$ cat config.mk
export PLATFORM = sky130hd
export DESIGN_NAME = tdm_demux8
export DESIGN_NICKNAME = d
export VERILOG_FILES = /design/src/rtl/tdm_demux8.sv
export SDC_FILE = /design/constraint.sdc
export NUM_CORES = 1
export LEC_CHECK = 0
export ABC_AREA = 1
export CAP_MARGIN = 40
export CORE_MARGIN = 3
export CORE_UTILIZATION = 40
export CTS_CLUSTER_DIAMETER = 60
export DETAILED_ROUTE_END_ITERATION = 16
export DONT_BUFFER_PORTS = 1
export GPL_ROUTABILITY_DRIVEN = 0
export PLACE_DENSITY = 0.61
export SLEW_MARGIN = 10
export SYNTH_ARGS = -nofsm -noshare
export SYNTH_HDL_FRONTEND = slang
export SYNTH_SLANG_ARGS = --single-unit
$ cat constraint.sdc
create_clock -name Clock -period 2.3 [get_ports Clock]
set_input_delay 0.46 -clock Clock [delete_from_list [all_inputs] [get_ports Clock]]
set_output_delay 0.46 -clock Clock [all_outputs]
set_load 0.03 [all_outputs]
$ cat src/rtl/tdm_demux8.sv
// 8-slot TDM demultiplexer: steps a far-end 8:1 selector through its slots and
// samples the serial line once per Tick, then presents the completed frame on Q.
module tdm_demux8 #(
  parameter bit LSB_FIRST = 1'b1
) (
  input  logic       Clock,
  input  logic       Resetn,
  input  logic       Start,
  input  logic       Tick,
  input  logic       Din,
  output logic [2:0] Sel,
  output logic [7:0] Q,
  output logic       Valid,
  output logic       Busy,
  output logic       Err
);

  localparam logic [1:0] IDLE  = 2'd0;
  localparam logic [1:0] SHIFT = 2'd1;
  localparam logic [1:0] DONE  = 2'd2;

  logic [1:0] state;
  logic [2:0] slot;
  logic [7:0] shadow;
  logic [7:0] shadow_nxt;
  logic [7:0] q_reg;
  logic       err_reg;
  logic [2:0] bit_idx;

  assign bit_idx = LSB_FIRST ? slot : (3'd7 - slot);

  // NOTE: every variable assigned in always_comb gets a default first, so no latch is inferred.
  always_comb begin
    shadow_nxt          = shadow;
    shadow_nxt[bit_idx] = Din;
  end

  // NOTE: state registers use non-blocking assignments so all flops update together on the edge.
  always_ff @(posedge Clock or negedge Resetn) begin
    if (!Resetn) begin
      state   <= IDLE;
      slot    <= 3'd0;
      shadow  <= 8'h00;
      q_reg   <= 8'h00;
      err_reg <= 1'b0;
    end else begin
      case (state)
        IDLE: begin
          if (Start) begin
            state  <= SHIFT;
            slot   <= 3'd0;
            shadow <= 8'h00;
          end
        end
        SHIFT: begin
          // A Start mid-frame restarts collection and flags the lost frame; its Tick is dropped.
          if (Start) begin
            slot    <= 3'd0;
            shadow  <= 8'h00;
            err_reg <= 1'b1;
          end else if (Tick) begin
            shadow <= shadow_nxt;
            if (slot == 3'd7) begin
              state <= DONE;
              q_reg <= shadow_nxt;
            end else begin
              slot <= slot + 3'd1;
            end
          end
        end
        DONE: begin
          slot   <= 3'd0;
          shadow <= 8'h00;
          state  <= Start ? SHIFT : IDLE;
        end
        default: begin
          state <= IDLE;
          slot  <= 3'd0;
        end
      endcase
    end
  end

  // Q is loaded on the edge that samples slot 7, so the new frame and Valid appear together.
  always_comb begin
    Sel = 3'd0;
    case (state)
      SHIFT:   Sel = slot;
      DONE:    Sel = 3'd7;
      default: Sel = 3'd0;
    endcase
  end

  assign Q     = q_reg;
  assign Valid = (state == DONE);
  assign Busy  = (state != IDLE);
  assign Err   = err_reg;

endmodule

==> results.json, run 1 <==
{
  "synth_area_mm2": 0.00123,
  "slew_violations": 0,
  "syn_nets": 174,
  "grt_pass1_vias": 998,
  "drive_gt1_share_pct": 12.4,
  "cts_tree": "yes",
  "cts_max_path_buffers": 2,
  "p_leak_nw": 0.721,
  "die_area_mm2": 0.00379,
  "min_path_type": "primary input to flop",
  "track_usage_pct": 15.8,
  "numCtsBuffers": 3,
  "root_buffer": "clkbuf_4",
  "max_clock_freq_ghz": 0.483,
  "die_w_um": 61.5,
  "period_needed_ns": 2.07,
  "cts.sinks": 22,
  "hpwlAfterDp_um": 2000,
  "routed_wirelength_um": 2600,
  "clk_latency_ns": 0.33,
  "drc": 0,
  "setup_violations": 0,
  "drt_iter0_drc": 43,
  "route.vias.total": 995,
  "drtPass1Iterations": 4,
  "yosysWarnings": 0,
  "cts_max_level": 1,
  "die_h_um": 61.5,
  "ant_nets": 0,
  "hold_viol": 0,
  "grt_max_degree": 23,
  "grt_overflow_total": 0,
  "cts_resized": 0,
  "start_util_pct": 43.2,
  "area_delta_synth_final_pct": 10.6,
  "synth_top_area_cell": "dfrtp_1",
  "period_share_pct": 90.1,
  "nets": 182,
  "status": "finished, final reports clean",
  "synth_top_area_share_pct": 44.6,
  "max-vdd-ir-drop_v": 0.000601,
  "design_area_mm2": 0.00137,
  "relSlewSlack_pct": 76.6,
  "num_antenna_cells": 0,
  "cp-end-kind": "output pin",
  "reg2reg_depth": 7,
  "critPathLaunchType": "flop",
  "timing.setup.tns_ns": 0,
  "viasPerCell": 4.98,
  "worst_slew_pin_slew_ns": 0.351,
  "yosysUniqueCellTypes": 17,
  "rows": 19,
  "p_per_area_mw_per_mm2": 911,
  "worst-path-max-fanout": 5,
  "cts_hold_buffers": 1,
  "syn_inst": 162,
  "synth.avg_cell_area_um2": 7.62,
  "postCtsSetupBuffers": 0,
  "required_ns": 1.84,
  "crit_type": "flop to output pin",
  "grt_pass1_wl_um": 4370,
  "yosys-top-cells-area": "dfrtp_1 45%, nand2_1 23%, ha_1 7.1%",
  "rsz0062_at_grt": "no",
  "drv_cap": 0,
  "io_buffers": 0,
  "antenna_found_initial": 0,
  "ys_seq_elements": 22,
  "hold_path_depth": 2,
  "pin_count": 19,
  "ys_seq_area_share_pct": 44.6,
  "core_mm2": 0.00285,
  "clk_pin_slew_worst_paths_ns": 0.14,
  "fin_skew_ns": 0.0144,
  "placed_area_mm2": 0.00129,
  "worstPathArrival_ns": 1.61,
  "wire_per_inst_um": 13.0
}
-- logic make-up after synthesis --
group	after synthesis	share of synthesized area, %
AOI/OAI and AO/OA	15	6.90
adders and majority gates	7	7.10
buffers and inverters	20	6.39
DFF	22	44.6
and+or+nand+nor	98	35.0
-- registers in the layout, summed over array words and instances, names as in the netlist --
name	flops
state	2
bit_idx	3
Q	8
Err	1
shadow	8
-- power by group --
group | total, W | leakage (nW) | switching, W | internal (W)
logic | 0.000472 | 0.395 | 0.000329 | 0.000143
registers | 0.000463 | 0.299 | 0.0000483 | 0.000415
clock network | 0.000308 | 0.0279 | 0.000131 | 0.000176
-- area by class of cell --
| class | count | area (µm²) |
|---|---|---|
| repair buffers | 6 | 55.1 |
| inverters | 17 | 63.8 |
| clock inverters | 1 | 30.0 |
| fillers | 286 | 1490 |
| multi-input cells | 120 | 604 |
| flip-flops and latches | 22 | 551 |
| clock buffers | 3 | 22.5 |
| well taps | 31 | 38.8 |
-- cells in the mapped netlist, drive strengths merged --
master / number
ha: 7
nor2: 4
o21ai: 11
dfrtp: 22
nand3: 9
nand4: 4
a21oi: 3
nor3: 1
a21o: 1
buf: 3
nand2: 80
inv: 17
-- cell usage in the layout (no fill, tap or decap), types with 3 or more instances in the layout --
cell	n
nand2_1	76
dfrtp_1	22
inv_1	14
nand3_1	9
o21ai_0	9
ha_1	7
nand4_1	4
buf_4	4
a21oi_1	3
inv_2	3
nand2_2	3
clkbuf_4	3
-- worst paths after layout --
path                            start   endpoint  slack [ns]
max                          state[0]     Sel[2]        0.23
min                             Start        Err        0.25
max reg2reg                bit_idx[0]       Q[7]        0.68
min reg2reg                 shadow[6]  shadow[6]        0.49
max in group asynchronous      Resetn   state[1]        1.51
min in group asynchronous      Resetn  shadow[1]        0.39
-- per-layer routing --
| metal | part of all wire (%) | global-route usage (%) | vias up |
|---|---|---|---|
| met1 | 49 | 20.4 | 456 |
| met2 | 46 | 25.1 | 15 |
| li1 | - | - | 519 |
| met4 | 1.8 | 8.48 | 0 |
| met5 | 0 | 0 | - |
| met3 | 3.2 | 2.73 | 5 |
-- through the flow --
stage | hold WS [ns] | instances | total power (W) | util [%] | setup slack, ns
floorplan | 0.164 | 162 | 0.000828 | - | 0.360
finish | 0.250 | 200 | 0.00124 | 47.9 | 0.228
global route | 0.243 | 200 | 0.00133 | 47.9 | 0.112
global placement | 0.165 | 194 | 0.000923 | 45.1 | 0.623
CTS | 0.254 | 199 | 0.00125 | 47.3 | 0.224
detailed placement | 0.165 | 194 | 0.000936 | 45.1 | 0.589
-- worst max-delay path, cell delays in order (launching register included) --
cell and delay, ns:
dfrtp_1 0.45, inv_1 0.11, ha_1 0.15, buf_4 0.16, inv_1 0.08, a21oi_1 0.15, buf_4 0.18
Power figures use the tool's default switching activity.
==> run 2: changes to the inputs <==
--- a/config.mk
+++ b/config.mk
@@ -18,3 +18,4 @@
 export SYNTH_ARGS = -nofsm -noshare
 export SYNTH_HDL_FRONTEND = slang
 export SYNTH_SLANG_ARGS = --single-unit
+export TNS_END_PERCENT = 100
==> results of run 2 <==
Same layout as run 1: the final DEF is identical, and so are final timing and power.
==> run 3: changes to the inputs <==
--- a/config.mk
+++ b/config.mk
@@ -6,7 +6,7 @@
 export NUM_CORES = 1
 export LEC_CHECK = 0
 export ABC_AREA = 1
-export CAP_MARGIN = 40
+export CAP_MARGIN = 20
 export CORE_MARGIN = 3
 export CORE_UTILIZATION = 40
 export CTS_CLUSTER_DIAMETER = 60
==> results.json, run 3 (synthesis results as in run 1) <==
{
  "status": "finished, final reports clean",
  "period_share_pct": 90.1,
  "max-vdd-ir-drop_v": 0.000602,
  "clk_pin_slew_worst_paths_ns": 0.14,
  "numCtsBuffers": 3,
  "start_util_pct": 43.2,
  "power_frac_clock_pct": 24.9,
  "drc": 0,
  "r2r_slack_ns": 0.68,
  "clk_latency_ns": 0.33,
  "antenna_found_initial": 0,
  "die_w_um": 61.5,
  "drt_iter0_drc": 32,
  "grt_pass1_vias": 998,
  "fin_skew_ns": 0.0132,
  "slew_violations": 0,
  "grt_overflow_total": 0,
  "hold_viol": 0,
  "cts_resized": 0,
  "path_depth": 6,
  "worstPathArrival_ns": 1.61,
  "p_sw_share_pct": 41.0,
  "timing.rr.start": "bit_idx[0]",
  "cp-endpoint": "Sel[2]",
  "final_cell_mix": "76 x nand2_1, 22 x dfrtp_1, 14 x inv_1",
  "pwr-share-seq_pct": 37.4,
  "route.vias.total": 991,
  "pin_count": 19,
  "rows": 19,
  "min_from": "Start",
  "io_buffers": 0,
  "max_clock_freq_ghz": 0.482,
  "num_antenna_cells": 0,
  "hpwlAfterDp_um": 2000,
  "power_w": 0.00124,
  "cts_max_path_buffers": 2,
  "core_mm2": 0.00285,
  "drive_gt1_share_pct": 11.9,
  "routed_wirelength_um": 2580,
  "die_h_um": 61.5,
  "grt_max_degree": 23,
  "cts_max_level": 1,
  "final_common_cell": "nand2_1",
  "min_path_type": "primary input to flop",
  "cts_tree": "yes",
  "r2r-end": "Q[7]",
  "viasPerCell": 4.98,
  "relSlewSlack_pct": 34.5,
  "timing.setup.tns_ns": 0,
  "p_leak_nw": 0.714,
  "cpMaxStageDelayCell": "dfrtp_1",
  "p_int_w": 0.000732,
  "cp-end-kind": "output pin",
  "drv_cap": 0,
  "root_buffer": "clkbuf_4",
  "setup_violations": 0,
  "wire_per_inst_um": 13.0,
  "slowest_delay_ns": 0.45,
  "reg2reg_depth": 7,
  "critPathLaunchType": "flop",
  "required_ns": 1.84,
  "crit_type": "flop to output pin",
  "drtPass1Iterations": 4,
  "worst-path-max-fanout": 5,
  "path_delay_family": "buffers and inverters",
  "switchingPower_w": 0.000510,
  "combPwrFrac_pct": 37.8,
  "track_usage_pct": 15.8,
  "die_area_mm2": 0.00379,
  "period_needed_ns": 2.07,
  "crit_start": "state[0]",
  "worst_slew_pin_slew_ns": 0.979,
  "ant_nets": 0,
  "cts.sinks": 22,
  "grt_pass1_wl_um": 4370,
  "nets": 181,
  "area_delta_synth_final_pct": 9.43,
  "p_per_area_mw_per_mm2": 920,
  "rsz0062_at_grt": "no",
  "crit_chain": "inv_1 -> ha_1 -> buf_4 -> inv_1 -> a21oi_1 -> buf_4",
  "utilization_pct": 47.3,
  "critPathBufInv": 4
}
run 3: changes by cell type in the layout (fill, tap and decap cells not counted), sizes merged:
cell  before  now
buf        5    4
run 3: layout make-up:
type	count	area, µm²
Fill cell	288	1500
Clock inverter	1	30.0
Inverter	17	63.8
Multi-Input combinational cell	120	604
Timing Repair Buffer	5	40.0
Clock buffer	3	22.5
Tap cell	31	38.8
Sequential cell	22	551
run 3: worst min path at each step:
stage	to	slack [ns]	cells past startpoint
floorplan	Err	0.16	0
global placement	shadow[4]	0.16	0
detailed placement	bit_idx[2]	0.17	0
CTS	Err	0.25	2
global route	Err	0.24	2
finish	Err	0.25	2
run 3: timing repair:
item                                    CTS  global route
hold buffers                              1             0
setup buffers                             0             0
endpoints found under the hold margin    22             0
endpoints found under the setup margin    0             0
run 3: power by group through the flow:
| stage | Clock (W) | Sequential, W | Combinational [W] |
|---|---|---|---|
| 6_report | 0.000309 | 0.000464 | 0.000469 |
| 5_1_grt | 0.000337 | 0.000473 | 0.000520 |
| 4_1_cts | 0.000311 | 0.000464 | 0.000474 |
| 3_5_place_dp | 0 | 0.000472 | 0.000464 |
| 3_3_place_gp | 0 | 0.000468 | 0.000456 |
| 2_1_floorplan | 0 | 0.000444 | 0.000384 |
run 3: metrics by stage:
stage	instances	hold WS, ns	setup slack (ns)	area, µm²
floorplan	162	0.164	0.360	1230
CTS	199	0.254	0.224	1350
finish	199	0.250	0.227	1350
global placement	194	0.165	0.623	1290
detailed placement	194	0.165	0.589	1290
global route	199	0.243	0.112	1350
run 3: routing by layer:
metal | GRT usage [%] | up-vias | share of wire, %
met2 | 25.1 | 15 | 45
li1 | - | 516 | -
met5 | 0 | - | 0
met1 | 20.4 | 455 | 50
met3 | 2.73 | 5 | 3.2
met4 | 8.48 | 0 | 1.9
==> RTL edit: new RTL, flow settings as in run 3 <==
Register the outputs `Valid` and `Busy`, without a reset; this adds one clock of latency there. The other outputs are not delayed to match.
--- a/src/rtl/tdm_demux8.sv
+++ b/src/rtl/tdm_demux8.sv
@@ -94,4 +94,6 @@
   assign Q     = q_reg;
-  assign Valid = (state == DONE);
-  assign Busy  = (state != IDLE);
+  always_ff @(posedge Clock) begin
+    Valid <= (state == DONE);
+    Busy  <= (state != IDLE);
+  end
   assign Err   = err_reg;
Behaviour: not the same (Yosys sat finds a counterexample within 4 cycles, from zero or initial values and one cycle with Resetn low).
==> RTL edit against run 3 <==
Total power shrank 3.5%; wire length shrank 4.5%; final area grew 2.2%; non-clock buffer count shrank 1; synthesized cell count grew 1.2%; sequential cell count grew 2; synthesized area grew 3.2%; worst setup slack gained 26 ps; final cell count grew 6.0%; utilization grew 0.26 points; largest cell class unchanged.
==> RTL edit: results (changes against run 3) <==
- Total number of H-tree levels: 1 (unchanged)
- Leading cell types by total area after synthesis: sky130_fd_sc_hd__dfrtp_1, sky130_fd_sc_hd__nand2_1, sky130_fd_sc_hd__ha_1
- Fill count: 306 (+6.3%)
- Number of vias per cell: 4.75 (-4.6%)
- Hold Path Class: primary input to register
- Part of the Yosys area used for sequential elements: 46.4% (+1.7 points)
- Largest net degree at the start of global routing: 23 (unchanged)
- Leading cell types by count after synthesis: sky130_fd_sc_hd__nand2_1, sky130_fd_sc_hd__dfrtp_1, sky130_fd_sc_hd__inv_1
- Worst skew pair latency: 310 ps (-20 ps)
- Routed length per placed instance: 11.7 µm (-10%)
- Static leakage power: 0.718 nW (+0.63%)
- Fraction of final layout cells sized beyond drive strength 1: 11.2% (-0.66 points)
- Largest clock skew in the final design: 2.45 ps (-10.7 ps)
- CP top delay family: flip-flops
- Number of gates resized after cts: 0 (unchanged)
- Initial antenna violation count: 0 (unchanged)
- Hpwl dp: 1900 µm (-5.1%)
- Total of warnings raised by yosys: 0 (unchanged)
- Result of the run: completed
- Share of synthesized registers carrying an async set or reset: 91.7% (-8.3 points)
- Cell Count Post-Placement: 206 (+6.2%)
- Syn_area_per_cell: 7.77 µm² (+2.0%)
- Syn Nets: 176 (+1.1%)
- DR iter-0 viols: 25 (-22%)
- Leading register cell type out of synthesis: sky130_fd_sc_hd__dfrtp_1
- Max rail drop VDD: 0.000449 V (-25%)
- Number of port buffers: 0 (unchanged)
- Via Count: 1,002 (+1.1%)
- Arr. time, crit path: 1590 ps (-20 ps)
- Overall routing resource usage: 14.4% (-1.4 points)
- Worst-Margin Slew: 965 ps (-14.3 ps)
- Netlist cell types: 18 (+1)
- Wire length of the first global-routing pass: 4460 µm (+2.2%)
- Worst-case setup slack after placement: 604 ps (+14.6 ps)
- Deepest clock path buffer count: 2 (unchanged)
- Vias in the first global route: 961 (-3.7%)
- Largest fanout on the critical path: 7 (+2)
[RTL edit: changes by cell type after synthesis]
cell / delta
sky130_fd_sc_hd__dfxtp_1: +2
[RTL edit: timing repair]
action,in CTS,in global routing
hold buffers,1,0
hold endpoints to repair,22,0
setup endpoints to repair,0,0
[RTL edit: final timing paths]
path | startpoint | end | slack, ps | depth (start not counted)
min in group asynchronous | Resetn | shadow[1] | 730 | 1
worst min register to register | shadow[2] | shadow[2] | 500 | 2
worst min-delay path | Start | Err | 280 | 2
max in group asynchronous | Resetn | Err | 990 | 1
worst max register to register | state[1] | shadow[7] | 730 | 8
worst max-delay path | state[1] | Sel[2] | 250 | 5
[RTL edit: report_power, final]
part	switching, mW	leakage (nW)	total [mW]	internal (mW)
sequential	0.0846	0.315	0.551	0.466
combinational	0.290	0.382	0.424	0.134
clock	0.127	0.0210	0.223	0.0967
[RTL edit: routing by layer]
| layer | share of wire, % | vias to the layer above | track usage, % |
|---|---|---|---|
| met5 | 0 | - | 0 |
| li1 | - | 527 | - |
| met3 | 5.0 | 4 | 3.60 |
| met2 | 46 | 17 | 22.2 |
| met4 | 1.0 | 0 | 4.96 |
| met1 | 48 | 454 | 19.7 |
[RTL edit: layout make-up]
type | count | share of cell area [%]
multi-input cells | 120 | 43.8
flip-flops and latches | 24 | 42.8
inverters | 17 | 4.62
well taps | 42 | 3.81
clock buffers | 4 | 2.63
repair buffers | 4 | 2.36
[RTL edit: cells by family after synthesis]
kind of cell,share of synthesized area [%]
flip-flops,46.4
AO/OA/AOI/OAI,6.68
adder cells (fa/ha/maj),6.88
buffers and inverters,6.19
AND/OR/NAND/NOR,33.9
[RTL edit: through the flow]
stage	power, mW	cell area [µm²]
2_1_floorplan	0.876	1270
3_3_place_gp	0.966	1330
3_5_place_dp	0.979	1330
4_1_cts	1.21	1380
5_1_grt	1.29	1380
6_report	1.20	1380
